File: config.mk
export PLATFORM = sky130hd
export DESIGN_NAME = gate_truth_table_sweep
export DESIGN_NICKNAME = d
export VERILOG_FILES = /design/src/rtl/gate_truth_table_sweep.sv
export SDC_FILE = /design/constraint.sdc
export NUM_CORES = 1
export LEC_CHECK = 0
export CELL_PAD_IN_SITES_DETAIL_PLACEMENT = 0
export CELL_PAD_IN_SITES_GLOBAL_PLACEMENT = 1
export CORE_MARGIN = 2
export CORE_UTILIZATION = 29
export CTS_CLUSTER_SIZE = 28
export DETAILED_ROUTE_END_ITERATION = 16
export GPL_TIMING_DRIVEN = 1
export PLACE_DENSITY_LB_ADDON = 0.08
export RECOVER_POWER = 25
export SLEW_MARGIN = 20
export SYNTH_ARGS = -nofsm -noshare
export SYNTH_HDL_FRONTEND = slang
export SYNTH_SLANG_ARGS = --single-unit
File: constraint.sdc
create_clock -name i_clk -period 2.1 [get_ports i_clk]
set_clock_uncertainty 0.1 [all_clocks]
set_input_delay 0.315 -clock i_clk [delete_from_list [all_inputs] [get_ports i_clk]]
set_output_delay 0.315 -clock i_clk [all_outputs]
set_load 0.05 [all_outputs]
File: src/rtl/gate_truth_table_sweep.sv
// Steps 32 {code,a,b,c} vectors into a three-input gate and captures its output per vector into o_table.
// Define GATE_SWEEP_COMPARE_EN to add i_expect/o_match, a check of the final table against an expected value.
module gate_truth_table_sweep #(
  parameter int unsigned SETTLE = 1
) (
  input  logic        i_clk,
  input  logic        i_rst,
  input  logic        i_start,
  output logic        o_a,
  output logic        o_b,
  output logic        o_c,
  output logic [1:0]  o_code,
  input  logic        i_f,
  output logic        o_busy,
  output logic        o_done,
  output logic [31:0] o_table
`ifdef GATE_SWEEP_COMPARE_EN
  ,
  input  logic [31:0] i_expect,
  output logic        o_match
`endif
);

  typedef enum logic [1:0] {IDLE, DRIVE, SAMPLE, DONE} state_t;

  localparam logic [3:0] WAIT_LAST = (SETTLE == 0) ? 4'd0 : 4'(SETTLE - 1);
  // With no settle time each vector goes straight to sampling.
  localparam state_t FIRST = (SETTLE == 0) ? SAMPLE : DRIVE;

  state_t      state, state_nx;
  logic [4:0]  vec, vec_nx;
  logic [3:0]  wait_cnt, wait_nx;
  logic [31:0] tab_nx;
  logic        start_ok;
  logic        busy_nx;
  logic        done_nx;
  logic [4:0]  drive_nx;
`ifdef GATE_SWEEP_COMPARE_EN
  logic        match_nx;
`endif

  always_comb begin
    state_nx = state;
    vec_nx   = vec;
    wait_nx  = wait_cnt;
    tab_nx   = o_table;
    start_ok = 1'b0;
    case (state)
      IDLE: begin
        if (i_start) begin
          start_ok = 1'b1;
          state_nx = FIRST;
          vec_nx   = 5'd0;
          wait_nx  = 4'd0;
          tab_nx   = 32'd0;
        end
      end
      DRIVE: begin
        if (wait_cnt == WAIT_LAST) state_nx = SAMPLE;
        else                       wait_nx  = wait_cnt + 4'd1;
      end
      SAMPLE: begin
        tab_nx[vec] = i_f;
        wait_nx     = 4'd0;
        if (vec == 5'd31) begin
          state_nx = DONE;
        end else begin
          vec_nx   = vec + 5'd1;
          state_nx = FIRST;
        end
      end
      DONE:    state_nx = IDLE;
      default: state_nx = IDLE;
    endcase

    // Outputs are registered from the next state so they line up with it.
    busy_nx  = (state_nx == DRIVE) || (state_nx == SAMPLE);
    done_nx  = (state_nx == DONE);
    drive_nx = busy_nx ? vec_nx : 5'd0;

`ifdef GATE_SWEEP_COMPARE_EN
    match_nx = o_match;
    if (start_ok) match_nx = 1'b0;
    if ((state == SAMPLE) && (vec == 5'd31)) match_nx = (tab_nx == i_expect);
`endif
  end

  always_ff @(posedge i_clk) begin
    if (i_rst) begin
      state    <= IDLE;
      vec      <= 5'd0;
      wait_cnt <= 4'd0;
      o_table  <= 32'd0;
      o_busy   <= 1'b0;
      o_done   <= 1'b0;
      o_code   <= 2'd0;
      o_a      <= 1'b0;
      o_b      <= 1'b0;
      o_c      <= 1'b0;
`ifdef GATE_SWEEP_COMPARE_EN
      o_match  <= 1'b0;
`endif
    end else begin
      state    <= state_nx;
      vec      <= vec_nx;
      wait_cnt <= wait_nx;
      o_table  <= tab_nx;
      o_busy   <= busy_nx;
      o_done   <= done_nx;
      o_code   <= drive_nx[4:3];
      o_a      <= drive_nx[2];
      o_b      <= drive_nx[1];
      o_c      <= drive_nx[0];
`ifdef GATE_SWEEP_COMPARE_EN
      o_match  <= match_nx;
`endif
    end
  end

endmodule

# Yosys cells after proc, flatten, opt, wreduce, memory -nomap -nowiden
# Index checks and enable logic that the tools add are counted.
[word_totals]
regBits = 50
output_inout_bits = 39
wordCells = 48
in_bits = 4
[op_classes]
addsub = 2
n_bitwise = 1
eq_ne = 9
muxes = 15
order_cmp = 2
reduce_logical = 9
[ops]
columns = ["cell", "n"]
rows = [
  ["$pmux W32 S2", 1],
  ["$bwmux W32", 1],
  ["$mux W32", 1],
  ["$pmux W4 S3", 1],
  ["$mux W5", 2],
  ["$pmux W5 S2", 1],
  ["$eq A2 B2 Y1 const B", 4],
  ["$mux W4", 2],
  ["$pmux W2 S4", 1],
  ["$lt A5 B6 Y1 const B", 1],
  ["$mux W2", 3],
  ["$add A5 B1 Y5 const B", 1],
  ["$demux W1 S5", 1],
  ["$eq A5 B5 Y1 const B", 1],
  ["$ge A5 B1 Y1 const B", 1],
  ["$add A4 B1 Y4 const B", 1],
  ["$eq A2 B1 Y1 const B", 2],
  ["$logic_not A4 Y1", 1],
  ["$ne A2 B2 Y1 const B", 2],
  ["$reduce_and A3 Y1", 1],
  ["$reduce_bool A3 Y1", 1],
  ["$logic_not A2 Y1", 1],
  ["$reduce_and A2 Y1", 1],
  ["$reduce_bool A2 Y1", 1],
  ["other kinds (5)", 5],
]

# Logic depth before layout (Yosys ltp)
# Gate-level depths: netlist of run 1.
[logic_depth]
ltp_word = 7
depth_mapped = 8
depth_no_buf = 8

# Worst setup path before layout of run 1
# OpenSTA, ideal clock, no wires.
[synth_path]
kind = "reg-to-reg"
start = "register wait_cnt[0]"
end = "register o_a"
path_buffers = 0
path_stages_with_launch = 9
t_required_ps = 1897
synth_period_minus_slack_ps = 1884
setup_ps = 103
setup_slack_ps = 216
arrival_ps = 1681
path_cell_list = "dfxtp_1 > inv_1 > ha_1 > or3b_2 > nand2_1 > nand2_1 > ha_1 > inv_1 > a2111oi_2"
[synth_between]
elab_chain_cells = 7
word_cells_on_any_way = 8
cone_classes = "2 x eq/ne; 2 x mux; 1 x bitwise; 3 x reduce/logical"
[synth_rtl]
columns = ["element", "line", "text"]
rows = [
  ["start: declaration", "32", "logic [3:0] wait_cnt, wait_nx;"],
  ["start signal: assignment", "106", "wait_cnt <= wait_nx;"],
  ["$logic_not A4 Y1 (*)", "59", "if (wait_cnt == WAIT_LAST) state_nx = SAMPLE;"],
  ["$mux W2 (*)", "59", ""],
  ["$pmux W2 S4 (*)", "48", "case (state)"],
  ["net state_nx[0]", "30", "state_t state, state_nx;"],
  ["$eq A2 B1 Y1 / $eq A2 B2 Y1 (equally long branches)", "77", "busy_nx = (state_nx == DRIVE) || (state_nx == SAMPLE);"],
  ["$logic_or A1 B1 Y1 (*)", "77", ""],
  ["net busy_nx", "35", "logic busy_nx;"],
  ["$not A1 Y1 (no source line) (*)", "--", ""],
  ["$reduce_or A2 Y1 (no source line) (*)", "--", ""],
  ["end signal: assignment", "111", "o_a <= drive_nx[2];"],
  ["end: declaration", "9", "output logic o_a,"],
]
# Mark *: on every way through the listed nets, which the timed path passes. The rest lies on a longest branch.
# A chain may end at the register's enable or synchronous reset.

# Worst setup path in the final report of run 1
# Same ends and word-level chain as after synthesis.

==> results.py, run 1 <==
metrics = {
    "outcome": {
        "run_status": "complete, no violations",
    },
    "synthesis": {
        "syn-cell-area_um2": 2660,
        "synth-edff-count": 0,
        "seq_total_area_yosys_pct": 37.7,
        "synth_async_sr_flop_share_pct": 0,
        "number_of_synthesis_warnings": 0,
        "synth.net_count": 298,
        "netlist_instances": 287,
        "syn_area_per_cell_um2": 9.26,
        "synth-seq-cells": 50,
        "yosys_most_used_dff": "sky130_fd_sc_hd__dfxtp_1",
        "synth.lib_cells_used.distinct": 55,
    },
    "sta": {
        "post-route-min-period_ns": 1.96,
        "postLayoutSetupSlackWorst_ns": 0.143,
        "finalMaxSlewViolations": 0,
        "worst_pin_slew_ns": 0.522,
        "fmax_mhz": 511,
        "hold_viol_final": 0,
        "report.final.setup_viol": 0,
        "timing.max_slew.rel_slack_pct": 65.1,
        "setup-tns-final_ns": 0,
        "grt_setup_unrepaired": "no",
        "fin_crit_sh_pct": 93.2,
    },
    "route": {
        "dr.pass1.iters": 4,
        "route.detailed.drc": 0,
        "drt_iter0_drc": 95,
        "drt.antenna.violating_nets": 0,
        "num_vias": 2382,
        "wire_per_inst_um": 17.6,
        "finalWirelength_um": 7570,
        "avgViaCountPerCell": 5.53,
    },
    "final_layout": {
        "seqCellArea_um2": 1000,
        "final.fill_count": 934,
        "footprint_of_the_multi_input_gates_um2": 1480,
        "final_nets": 333,
        "num_antenna_cells": 0,
        "layout-drive-gt1-share_pct": 12.1,
        "syn2layout_area_growth_pct": 24.1,
    },
    "worst_hold_path": {
        "hold_path_startpoint": "i_rst",
        "min_path_cells": 2,
        "hold_path.class": "primary input to flop",
        "holdPathEnd": "vec[4]",
    },
    "critical_path": {
        "path_max_fanout": 4,
        "ff2ff_path_depth": 8,
        "setup.worst_path.class": "flop to flop",
        "r2r_slack_ns": 0.14,
        "cp.arrival_ns": 2.06,
        "end_kind": "flop",
        "beginning_of_the_worst_register_to_register_path": "wait_cnt[0]",
        "crit-reg2reg-capture": "o_a",
        "worst_ep_required_time_ns": 2.21,
        "crit_path_start_kind": "flop",
    },
    "floorplan": {
        "area_of_the_core_region_um2": 8810,
        "row_count": 34,
        "start_util_pct": 30.2,
        "die_width_um": 99.7,
        "pin_count": 43,
        "chipHeight_um": 99.7,
        "dieArea_um2": 9940,
    },
    "global_routing": {
        "antenna_found_initial": 0,
        "track_usage_pct": 16.3,
        "largest_net_degree_at_the_start_of_global_routing": 39,
        "first_global_vias": 2389,
        "met2_capacity_usage_during_global_routing_pct": 27.2,
        "grt_use_met3_pct": 2.81,
        "global_route.peak_usage_layer": "met2",
        "use_met1_pct": 22.0,
        "wire_length_of_the_first_global_routing_pass_um": 12800,
        "global_route.overflow_total": 0,
    },
    "power_and_ir_drop": {
        "power.ir.vdd_worst_mv": 0.362,
        "pwr_density_cell_nw_per_um2": 533,
        "power.leakage_nw": 1.11,
    },
    "clock_tree": {
        "number_of_buffers_on_the_longest_clock_path": 2,
        "cts.repair_timing.setup_buffer_count": 0,
        "cts.clk_slew.worst_paths_ns": 0.09,
        "cts-hold-fix-buffers": 0,
        "clkLatencyLatePin_ns": 0.30,
        "cts_root_buf": "sky130_fd_sc_hd__clkbuf_8",
        "h-tree-depth": 2,
        "clock_sinks": 50,
        "tritoncts.num_buffers": 5,
        "tritoncts": "built",
    },
    "job": {
        "cap_viol_max_count": 0,
    },
    "place": {
        "place.gp.congestion": 0.764,
        "hpwl_um": 5220,
        "detailedPlace.worstSlack_ns": 0.0318,
        "port-buffer-count": 42,
    },
}
worst max-delay path by stage:
| stage | start | endpoint | cells past startpoint |
|---|---|---|---|
| floorplan | wait_cnt[0] | o_a | 8 |
| global placement | wait_cnt[0] | o_c | 8 |
| detailed placement | wait_cnt[0] | o_c | 8 |
| CTS | wait_cnt[0] | o_a | 8 |
| global route | wait_cnt[0] | o_a | 8 |
| finish | wait_cnt[0] | o_a | 8 |
worst max-delay path, cell delays in order, from the launching register on:
cell,delay [ns]
sky130_fd_sc_hd__dfxtp_1,0.35
sky130_fd_sc_hd__inv_1,0.09
sky130_fd_sc_hd__ha_1,0.15
sky130_fd_sc_hd__or3b_4,0.39
sky130_fd_sc_hd__nand2_1,0.09
sky130_fd_sc_hd__nand2_1,0.09
sky130_fd_sc_hd__ha_4,0.29
sky130_fd_sc_hd__inv_1,0.06
sky130_fd_sc_hd__a2111oi_2,0.26
where the power goes:
part | switching (mW) | leakage, nW | total, mW | internal (mW)
logic | 0.129 | 0.654 | 0.200 | 0.0709
registers | 0.00577 | 0.404 | 0.961 | 0.955
clock network | 0.330 | 0.0482 | 0.597 | 0.267
total | 0.465 | 1.11 | 1.76 | 1.29
cells in the final DEF, fill, tap and decap left out, types with 4 or more instances in the layout:
| cell | instances |
|---|---|
| sky130_fd_sc_hd__and4b_1 | 6 |
| sky130_fd_sc_hd__ha_1 | 6 |
| sky130_fd_sc_hd__a32o_1 | 8 |
| sky130_fd_sc_hd__and4_1 | 4 |
| sky130_fd_sc_hd__a31oi_1 | 6 |
| sky130_fd_sc_hd__a21oi_1 | 18 |
| sky130_fd_sc_hd__nand2b_1 | 4 |
| sky130_fd_sc_hd__a22o_1 | 7 |
| sky130_fd_sc_hd__clkdlybuf4s50_1 | 41 |
| sky130_fd_sc_hd__nand3_1 | 11 |
| sky130_fd_sc_hd__nor4bb_1 | 8 |
| sky130_fd_sc_hd__o211ai_1 | 8 |
| sky130_fd_sc_hd__inv_1 | 13 |
| sky130_fd_sc_hd__nand4b_1 | 6 |
| sky130_fd_sc_hd__dfxtp_1 | 49 |
| sky130_fd_sc_hd__o22ai_1 | 19 |
| sky130_fd_sc_hd__nor2b_1 | 4 |
| sky130_fd_sc_hd__o2bb2ai_1 | 4 |
| sky130_fd_sc_hd__clkbuf_8 | 6 |
| sky130_fd_sc_hd__nor4b_1 | 4 |
| sky130_fd_sc_hd__buf_4 | 14 |
| sky130_fd_sc_hd__nand2_1 | 16 |
| sky130_fd_sc_hd__o32ai_1 | 6 |
logic make-up after synthesis:
logic type | Yosys count | share of synthesized area, %
multiplexers | 1 | 0.377
flip-flops | 50 | 37.7
AO/OA/AOI/OAI | 91 | 25.3
adder cells (fa/ha/maj) | 7 | 3.30
buffers and inverters | 45 | 8.01
AND/OR/NAND/NOR | 93 | 25.3
routing by layer:
layer	vias to the layer above	wire length, µm
li1	1180	-
met1	1160	3630
met2	37	3660
met3	5	228
met4	0	57
met5	-	0
what timing repair did:
action | 4_1_cts | 5_1_grt
pin swaps | 1 | 0
setup endpoints to repair | 1 | 4
gates resized for setup | 0 | 7
per-stage QoR:
stage,cells,hold WS (ns),area [µm²],power (mW),util [%]
floorplan,287,0.377,2660,1.12,-
global placement,423,0.351,3190,1.19,36.2
detailed placement,423,0.352,3190,1.18,36.2
CTS,431,0.283,3280,1.79,37.3
global route,431,0.301,3300,1.86,37.4
finish,431,0.283,3300,1.76,37.4
final cells by class:
class / instances / area share [%]
inverters: 13 / 1.48
multi-input cells: 192 / 44.8
clock inverters: 1 / 0.152
clock buffers: 7 / 2.62
flip-flops and latches: 50 / 30.4
well taps: 108 / 4.10
repair buffers: 60 / 16.4
synth_stat cells (3+ instances only):
cell	number	area share, %
sky130_fd_sc_hd__dfxtp_1	50	38
sky130_fd_sc_hd__a31oi_1	6	1.4
sky130_fd_sc_hd__clkbuf_1	11	1.6
sky130_fd_sc_hd__a22o_1	7	2.3
sky130_fd_sc_hd__nor4b_1	4	1.3
sky130_fd_sc_hd__a21oi_1	18	3.4
sky130_fd_sc_hd__ha_1	7	3.3
sky130_fd_sc_hd__a32oi_1	3	0.99
sky130_fd_sc_hd__nand2_1	16	2.3
sky130_fd_sc_hd__o22ai_1	19	4.5
sky130_fd_sc_hd__nor3b_1	3	0.85
sky130_fd_sc_hd__nand4b_1	6	2.0
sky130_fd_sc_hd__nand2b_1	5	1.2
sky130_fd_sc_hd__inv_1	13	1.8
sky130_fd_sc_hd__and4b_1	6	2.3
sky130_fd_sc_hd__o32ai_1	6	2.0
sky130_fd_sc_hd__nor2b_1	4	0.94
sky130_fd_sc_hd__o211ai_1	8	2.3
sky130_fd_sc_hd__a32o_1	8	3.0
sky130_fd_sc_hd__o2bb2ai_1	4	1.3
sky130_fd_sc_hd__a22oi_1	3	0.85
sky130_fd_sc_hd__nor4bb_1	8	3.0
sky130_fd_sc_hd__nand3_1	11	2.1
sky130_fd_sc_hd__buf_2	16	3.0
sky130_fd_sc_hd__and4_1	4	1.3
sky130_fd_sc_hd__nor2_1	3	0.42
sequential cells by signal, indices dropped and copies added (netlist names):
signal,cells
o_table,32
vec,5
wait_cnt,4
o_code,2
state,2
o_a,1
o_b,1
o_busy,1
o_c,1
o_done,1
No activity file was read; power rests on OpenSTA's default activity.
==> inputs of run 2 (changes only) <==
--- a/config.mk
+++ b/config.mk
@@ -10,3 +10,3 @@
 export CORE_MARGIN = 2
-export CORE_UTILIZATION = 29
+export CORE_UTILIZATION = 37
 export CTS_CLUSTER_SIZE = 28
==> constraint.sdc (replaced) <==
create_clock -name i_clk -period 1.8 [get_ports i_clk]
set_clock_uncertainty 0.1 [all_clocks]
set_input_delay 0.27 -clock i_clk [delete_from_list [all_inputs] [get_ports i_clk]]
set_output_delay 0.27 -clock i_clk [all_outputs]
set_load 0.01 [all_outputs]
==> run 2 against run 1 <==
Highest routed layer unchanged. Power increased by 25%. Final cell count rose by 2.6%. Global-route usage rose by 2.9 points. Non-clock buffer count rose by 23. Sequential cell count is the same. Die area decreased by 21%. Fmax grew 10%.
==> results.py, run 2 (same netlist as run 1, synthesis figures left out) <==
metrics = {
    "final_layout": {
        "register_with_the_most_flip_flops": "o_table",
        "seqCellArea_um2": 1000,
        "reg.largest.list": "o_table x32, vec x5, wait_cnt x4",
        "num_antenna_cells": 0,
        "most_common_cell_after_layout_fill_and_taps_aside": "sky130_fd_sc_hd__dfxtp_1",
        "final_nets": 356,
        "largest_register_ff_count": 32,
        "footprint_of_the_multi_input_gates_um2": 1510,
        "layout.cells.most_common_list": "sky130_fd_sc_hd__dfxtp_1, sky130_fd_sc_hd__buf_4, sky130_fd_sc_hd__clkdlybuf4s50_1",
        "final.fill_count": 643,
        "syn2layout_area_growth_pct": 34.2,
        "layout-drive-gt1-share_pct": 21.1,
    },
    "clock_tree": {
        "number_of_buffers_on_the_longest_clock_path": 2,
        "cts_root_buf": "sky130_fd_sc_hd__clkbuf_8",
        "tritoncts": "built",
        "h-tree-depth": 2,
        "clock_sinks": 50,
        "clkLatencyLatePin_ns": 0.31,
        "cts.clk_slew.worst_paths_ns": 0.10,
        "tritoncts.num_buffers": 5,
    },
    "floorplan": {
        "area_of_the_core_region_um2": 6870,
        "pin_count": 43,
        "die_width_um": 88.7,
        "row_count": 30,
        "dieArea_um2": 7870,
        "start_util_pct": 38.7,
        "chipHeight_um": 88.7,
    },
    "job": {
        "cap_viol_max_count": 0,
    },
    "sta": {
        "finalMaxSlewViolations": 0,
        "post-route-min-period_ns": 1.78,
        "fin_crit_sh_pct": 98.8,
        "timing.max_slew.rel_slack_pct": 76.0,
        "grt_setup_unrepaired": "yes",
        "report.final.setup_viol": 0,
        "hold_viol_final": 0,
        "worst_pin_slew_ns": 0.359,
        "fin_worst_hold_slack_ns": 0.370,
        "setup-tns-final_ns": 0,
        "fmax_mhz": 563,
    },
    "global_routing": {
        "antenna_found_initial": 0,
        "largest_net_degree_at_the_start_of_global_routing": 34,
        "track_usage_pct": 19.2,
        "global_route.overflow_total": 0,
        "first_global_vias": 2279,
        "wire_length_of_the_first_global_routing_pass_um": 11800,
    },
    "route": {
        "route.detailed.drc": 0,
        "dr.pass1.iters": 4,
        "finalWirelength_um": 7180,
        "num_vias": 2469,
        "drt.antenna.violating_nets": 0,
        "wire_per_inst_um": 16.3,
        "avgViaCountPerCell": 5.59,
        "drt_iter0_drc": 133,
    },
    "critical_path": {
        "ff2ff_path_depth": 8,
        "path_max_fanout": 3,
        "cp.arrival_ns": 1.91,
        "crit_path_start_kind": "flop",
        "setup.worst_path.class": "flop to flop",
        "beginning_of_the_worst_register_to_register_path": "wait_cnt[0]",
        "critical_path.slowest_cell": "sky130_fd_sc_hd__or3b_4",
        "end_kind": "flop",
        "crit_chain": "inv_2 -> ha_4 -> or3b_4 -> nand2_4 -> nand2_4 -> ha_4 -> nand2b_4 -> a311oi_2",
        "r2r_slack_ns": 0.02,
        "cpPeakStageDelay_ns": 0.38,
        "crit-reg2reg-capture": "o_c",
        "worst_ep_required_time_ns": 1.93,
    },
    "power_and_ir_drop": {
        "power.ir.vdd_worst_mv": 0.261,
        "pwr_density_cell_nw_per_um2": 616,
        "power.leakage_nw": 1.32,
    },
    "worst_hold_path": {
        "hold_path_startpoint": "o_table[27]",
        "hold_path.class": "flop to flop",
        "holdPathEnd": "o_table[27]",
        "min_path_cells": 1,
    },
    "place": {
        "place.gp.congestion": 0.748,
        "hpwl_um": 5060,
        "port-buffer-count": 42,
    },
    "outcome": {
        "run_status": "complete, no violations",
    },
}
run 2: changes by cell type in the layout (fill, tap and decap cells not counted), sizes merged:
cell           change
bufinv             +1
buf               +26
clkbuf             -6
clkinv             +1
clkdlybuf4s50     -15
dlygate4sd3       +16
run 2: what timing repair did:
action | 4_1_cts | 5_1_grt
hold buffers | 0 | 0
gates resized for setup | 6 | 11
buffers inserted | 3 | 0
pin swaps | 2 | 5
endpoints found under the setup margin | 3 | 9
gates cloned | 0 | 0
run 2: how the worst max path moves through the flow:
| stage | startpoint | end | slack (ns) | cells after the start |
|---|---|---|---|---|
| final | wait_cnt[0] | o_c | 0.02 | 8 |
| after floorplan | wait_cnt[0] | o_a | 0.009 | 8 |
| after global routing | wait_cnt[0] | o_b | -0.07 | 9 |
| after global placement | wait_cnt[0] | o_c | -0.04 | 8 |
| after detailed placement | wait_cnt[0] | o_c | -0.08 | 8 |
| after CTS | wait_cnt[0] | o_code[0] | -0.03 | 9 |
run 2: per-stage QoR:
step / area, µm² / worst slack, ns / utilization (%) / power [mW] / cells
2_1_floorplan: 2660 / 0.00875 / - / 1.29 / 287
3_3_place_gp: 3370 / -0.0421 / 49.1 / 1.39 / 431
3_5_place_dp: 3370 / -0.0823 / 49.1 / 1.39 / 431
4_1_cts: 3520 / -0.0316 / 51.3 / 2.21 / 442
5_1_grt: 3570 / -0.0690 / 51.9 / 2.28 / 442
6_report: 3570 / 0.0223 / 51.9 / 2.20 / 442
run 2: area by class of cell:
type / count / share of cell area (%)
multi-input cells: 192 / 42.2
flip-flops and latches: 50 / 28.2
repair buffers: 83 / 21.8
well taps: 96 / 3.37
clock buffers: 5 / 1.93
inverters: 13 / 1.37
clock inverters: 3 / 1.12
run 2: routing by layer:
| metal | global-route usage [%] | routed length (µm) |
|---|---|---|
| met5 | 0 | 0 |
| met4 | 4.55 | 62 |
| met3 | 3.36 | 337 |
| met2 | 28.0 | 3070 |
| met1 | 29.2 | 3710 |
run 2: power breakdown:
group	switching [mW]	internal (mW)
combinational	0.148	0.121
clock	0.396	0.410
sequential	0.00674	1.11
total	0.551	1.65
run 2: worst max-delay path, delay by kind of cell (launching register included):
family          cells  cell delay (ns)
compound gates      1             0.22
fa+ha+maj           2             0.40
buf+inv             1             0.07
flops               1             0.34
simple gates        4             0.57
==> inputs of run 3 (changes only) <==
- CAP_MARGIN: unset -> 40
==> results of run 3 <==
The final DEF is identical to that of run 2; final timing and power are the same.
